$ cat src/rtl/regfile_pkg.sv
// Shared register-file constants and the arbitration pointer type.
package regfile_pkg;

    localparam int DATA_W   = 16;
    localparam int ADDR_W   = 3;
    localparam int NUM_REGS = 1 << ADDR_W;
    localparam int R0_ADDR  = 0;

    // Names the port that wins the next contended cycle.
    typedef enum logic {
        PORT0 = 1'b0,
        PORT1 = 1'b1
    } port_e;

    // Returns the port that is not p.
    function automatic port_e other_port(input port_e p);
        return (p == PORT0) ? PORT1 : PORT0;
    endfunction

endpackage

$ cat src/rtl/rr_arbiter2.sv
// Two-port round-robin grant. The pointer only moves when both requests are
// present, so a lone requester never disturbs the fairness order.
module rr_arbiter2
    import regfile_pkg::*;
(
    input  logic [1:0] req,
    input  port_e      ptr,
    output logic [1:0] grant,
    output port_e      ptr_next
);

    // One-hot grant and next pointer from the requests and current pointer.
    always_comb begin
        grant    = 2'b00;
        ptr_next = ptr;
        case (req)
            2'b01: grant = 2'b01;
            2'b10: grant = 2'b10;
            2'b11: begin
                grant    = (ptr == PORT0) ? 2'b01 : 2'b10;
                ptr_next = other_port(ptr);
            end
            default: grant = 2'b00;
        endcase
    end

endmodule

$ cat src/rtl/regfile_write_arbiter.sv
// Arbitrates two writeback sources onto the single register-file write port
// and keeps a per-register pending-write scoreboard.
//
// Handshake: a port transfers in any cycle where its valid and ready are both
// high. Ready is combinational from the valids and the priority pointer, at
// most one ready is high per cycle, and both readys are held low during reset.
module regfile_write_arbiter #(
    parameter int DATA_W = regfile_pkg::DATA_W,
    parameter int ADDR_W = regfile_pkg::ADDR_W
) (
    input  logic                     clk,
    input  logic                     rst,
    input  logic                     req0_valid,
    input  logic [ADDR_W-1:0]        req0_addr,
    input  logic [DATA_W-1:0]        req0_data,
    output logic                     req0_ready,
    input  logic                     req1_valid,
    input  logic [ADDR_W-1:0]        req1_addr,
    input  logic [DATA_W-1:0]        req1_data,
    output logic                     req1_ready,
    input  logic                     rsv_valid,
    input  logic [ADDR_W-1:0]        rsv_addr,
    output logic                     RegWrite,
    output logic [ADDR_W-1:0]        rc,
    output logic [DATA_W-1:0]        wd,
    output logic [(2**ADDR_W)-1:0]   busy,
    output logic                     r0_err
);
    import regfile_pkg::*;

    localparam logic [ADDR_W-1:0] ZERO_ADDR = ADDR_W'(R0_ADDR);

    logic [1:0]              req;
    logic [1:0]              grant;
    port_e                   ptr;
    port_e                   ptr_next;
    logic                    xfer_valid;
    logic [ADDR_W-1:0]       xfer_addr;
    logic [DATA_W-1:0]       xfer_data;
    logic                    xfer_is_r0;
    logic                    wr_issue;
    logic [(2**ADDR_W)-1:0]  busy_next;

    // Requests are masked during reset so nothing is accepted then.
    assign req = {req1_valid & ~rst, req0_valid & ~rst};

    rr_arbiter2 u_arb (
        .req      (req),
        .ptr      (ptr),
        .grant    (grant),
        .ptr_next (ptr_next)
    );

    assign req0_ready = grant[0];
    assign req1_ready = grant[1];

    // Select the address and data of whichever port transfers this cycle.
    always_comb begin
        xfer_valid = |grant;
        xfer_addr  = grant[1] ? req1_addr : req0_addr;
        xfer_data  = grant[1] ? req1_data : req0_data;
        xfer_is_r0 = (xfer_addr == ZERO_ADDR);
        wr_issue   = xfer_valid & ~xfer_is_r0;
    end

    // Scoreboard update: clear on the issued write, then set on reserve so a
    // same-cycle reserve wins; register 0 never reads as busy.
    always_comb begin
        busy_next = busy;
        if (RegWrite) begin
            busy_next[rc] = 1'b0;
        end
        if (rsv_valid && (rsv_addr != ZERO_ADDR)) begin
            busy_next[rsv_addr] = 1'b1;
        end
        busy_next[0] = 1'b0;
    end

    // Pointer, write-port registers, scoreboard and sticky r0 error.
    always_ff @(posedge clk or posedge rst) begin
        if (rst) begin
            ptr      <= PORT0;
            RegWrite <= 1'b0;
            rc       <= '0;
            wd       <= '0;
            busy     <= '0;
            r0_err   <= 1'b0;
        end else begin
            ptr      <= ptr_next;
            RegWrite <= wr_issue;
            if (wr_issue) begin
                rc <= xfer_addr;
                wd <= xfer_data;
            end
            busy <= busy_next;
            if (xfer_valid && xfer_is_r0) begin
                r0_err <= 1'b1;
            end
        end
    end

endmodule

$ cat config.mk
export PLATFORM = sky130hd
export DESIGN_NAME = regfile_write_arbiter
export DESIGN_NICKNAME = d
export VERILOG_FILES = /design/src/rtl/regfile_pkg.sv /design/src/rtl/rr_arbiter2.sv /design/src/rtl/regfile_write_arbiter.sv
export SDC_FILE = /design/constraint.sdc
export NUM_CORES = 1
export LEC_CHECK = 0
export CELL_PAD_IN_SITES_DETAIL_PLACEMENT = 0
export CELL_PAD_IN_SITES_GLOBAL_PLACEMENT = 1
export CORE_ASPECT_RATIO = 1.4
export CORE_MARGIN = 8
export CORE_UTILIZATION = 30
export CTS_CLUSTER_DIAMETER = 30
export CTS_CLUSTER_SIZE = 16
export DETAILED_ROUTE_END_ITERATION = 10
export PLACE_DENSITY = 0.86
export SYNTH_ARGS = -nofsm -noshare
export SYNTH_HDL_FRONTEND = slang
export SYNTH_SLANG_ARGS = --single-unit
$ cat constraint.sdc
create_clock -name clk -period 4 [get_ports clk]
set_input_delay 0.8 -clock clk [delete_from_list [all_inputs] [get_ports clk]]
set_output_delay 0.8 -clock clk [all_outputs]
set_load 0.03 [all_outputs]
==> flow_summary.toml <==
[outcome]
status = "finished, final reports clean"

[worst_setup_path]
reg2reg_from = "ptr$_DFFE_PP0N_"
critPathMaxFanout = 6
startpoint = "req1_valid"
max_stage_delay_ns = 0.68
reg2reg_slack_ns = 2.01
crit_family = "buffers and inverters"
cp_cell_sequence = "clkdlybuf4s50_1, nand2b_1, or2_1, inv_1, clkdlybuf4s50_1"
endpoint_kind = "primary output"
r2r_cells = 6
cp.depth = 5
rr_endpoint = "wd[13]$_DFFE_PP0P_"
required_ns = 3.20
timing.setup.critical_path_class = "input port to primary output"
crit_path_frequent_cell = "clkdlybuf4s50_1"
worstSetupEndpoint = "req1_ready"
arrival_ns = 2.51
startpoint_type = "input port"
cp.buffers_inverters = 3
cpMaxStageDelayCell = "clkdlybuf4s50_1"

[place]
gp_congestion = 0.722
io_buffers = 75
hpwl_microns = 3170
place_area_sq_um = 2330

[layout]
multi_input_area_sq_um = 724
area_growth_pct = 59.8
seqCellArea_sq_um = 726
nFillCells = 436
drive_gt1_share_pct = 22.3
final_nets = 251
diodes = 0
final_area_sq_um = 2410
utilization_pct = 49.7

[route]
wirelength_microns = 3960
wl_per_cell_microns = 14.7
final_antenna_net_count = 0
drc_errors = 0
drt-initial-drc-count = 28
routed-via-count = 1239
firstDrtPassIters = 4
vias_per_cell = 4.59

[global_routing]
grt_use_total_pct = 11.1
grt_max_degree = 32
grtUsageMet1_pct = 11.5
grt_pass1_vias = 1414
grt_first_pass_wirelength_microns = 6890
grtUsageMet3_pct = 5.64
grt-ovfl-total = 0
grtUsageMet2_pct = 18.8
antenna_found_initial = 0
busiest_layer = "met2"

[sta]
period_minus_slack_ns = 3.31
slew_headroom_pct = 56.8
finalSetupViolCount = 0
rsz0062_at_grt = "false"
slew_violations = 0
max_freq_ghz = 0.302
finalClockSkew_ns = 0.00458
worst_slew_pin_slew_ns = 0.644
setup_tns_ns = 0
post-route-period-util_pct = 82.8
finalHoldViolCount = 0

[clock_tree]
post_cts_resize_count = 0
postCtsSetupBuffers = 0
root_buffer = "clkbuf_8"
cts_tree = "built"
numCtsBuffers = 5
cts.sinks = 29
htreeDepth = 2
path_clk_slew_ns = 0.06
clk_latency_ns = 0.27
hold_buffers = 0
clock_path_buffers = 2

[synth]
ys_ff_latch = 29
yosysTopAreaCell = "dfrtp_1"
ys_seq_area_share_pct = 48.1
synth_top_area_share_pct = 48.1
ys.flop_type = "dfrtp_1"
ys_types = 32
synth_area_sq_um = 1510
synth_edf_count = 0
syn_area_per_cell_sq_um = 12.2
netlist_top_cells_area = "dfrtp_1 (48%), mux2_2 (17%), mux2_4 (9.0%)"
syn_inst = 124
synthArstFlopShare_pct = 100
yosysMostFrequentCell = "dfrtp_1"
ys_top_cells_by_count = "dfrtp_1 (29), mux2_2 (23), o21ai_0 (13), mux2_4 (9), nand2_1 (7)"
synth_fp_nets = 170
ys_warn_count = 0

[power_and_ir_drop]
power.leakage_uw = 0.000981
power_density_nw_per_um2 = 479
peakVddDrop_uv = 224
total_power_uw = 1150

[floorplan]
io_pins = 77
chipHeight_microns = 99.9
fp.dieW_microns = 75.9
core_area_sq_um = 4840
rows = 30
die_area_sq_um = 7580
start_util_pct = 31.1

[min_path]
hp-start = "r0_err$_DFFE_PP0P_"
min_path_type = "flip-flop to flip-flop"

[flow_run]
drv_cap = 0
==> through the flow <==
stage                     instances  hold slack [ns]  worst slack (ns)
final                           270            0.480             0.688
after global placement          262            0.469             0.692
after CTS                       270            0.489             0.669
after floorplan                 124            0.468              1.10
after global routing            270            0.530             0.601
after detailed placement        262            0.474             0.668
==> worst min-delay path by stage <==
| stage | end | slack, ns | depth (start not counted) |
|---|---|---|---|
| 3_3_place_gp | r0_err$_DFFE_PP0P_ | 0.47 | 1 |
| 3_5_place_dp | r0_err$_DFFE_PP0P_ | 0.47 | 1 |
| 5_1_grt | wd[15]$_DFFE_PP0P_ | 0.53 | 1 |
| 4_1_cts | r0_err$_DFFE_PP0P_ | 0.49 | 1 |
| 6_report | r0_err$_DFFE_PP0P_ | 0.48 | 1 |
| 2_1_floorplan | ptr$_DFFE_PP0N_ | 0.47 | 1 |
==> placed cells by master, fill, tap and decap left out, drive strengths merged, types with 3 or more instances in the layout <==
| cell type | Yosys | routed |
|---|---|---|
| buf | 5 | 4 |
| a211oi | 3 | 3 |
| mux2 | 32 | 32 |
| o21ai | 14 | 14 |
| nand2b | 5 | 5 |
| nand2 | 7 | 7 |
| inv | 4 | 4 |
| dfrtp | 29 | 29 |
| clkbuf | 0 | 6 |
| clkdlybuf4s50 | 0 | 75 |
==> logic make-up after synthesis <==
kind of cell / share of synthesized area (%)
AOI/OAI and AO/OA: 10.6
muxes: 27.5
and+or+nand+nor: 9.13
DFF: 48.1
xor gates and xnor gates: 0.581
buffers and inverters: 3.82
other: 0.249
==> registers in the layout, summed over array words and instances (netlist names) <==
register / count
busy: 7
rc: 3
r0_err: 1
RegWrite: 1
ptr: 1
wd: 16
==> worst reg2reg max path, stage by stage (launching register included) <==
cell and delay [ns]:
dfrtp_1 0.41, nor2b_1 0.31, or2_1 0.19, buf_4 0.31
a211oi_4 0.12, buf_4 0.22, mux2_4 0.31
==> per-layer routing <==
layer,wire (microns),share of wire (%),vias up
met1,1540,39,576
met3,371,9.4,8
li1,-,-,602
met5,0,0,-
met2,1990,50,53
met4,70,1.8,0
==> where the power goes <==
group | internal (uW) | leakage [uW] | switching (uW) | total (uW)
clock | 120 | 0.0000450 | 103 | 223
sequential | 369 | 0.000331 | 43.5 | 413
combinational | 251 | 0.000604 | 266 | 517
==> layout make-up <==
class | count | area share, %
clock buffer | 6 | 3.01
clock inverter | 2 | 0.416
multi-input combinational | 86 | 30.1
inverter | 4 | 0.623
tap | 64 | 3.32
sequential | 29 | 30.1
timing repair buffer | 79 | 32.4
Note: power is estimated with default switching activity, not from simulation.
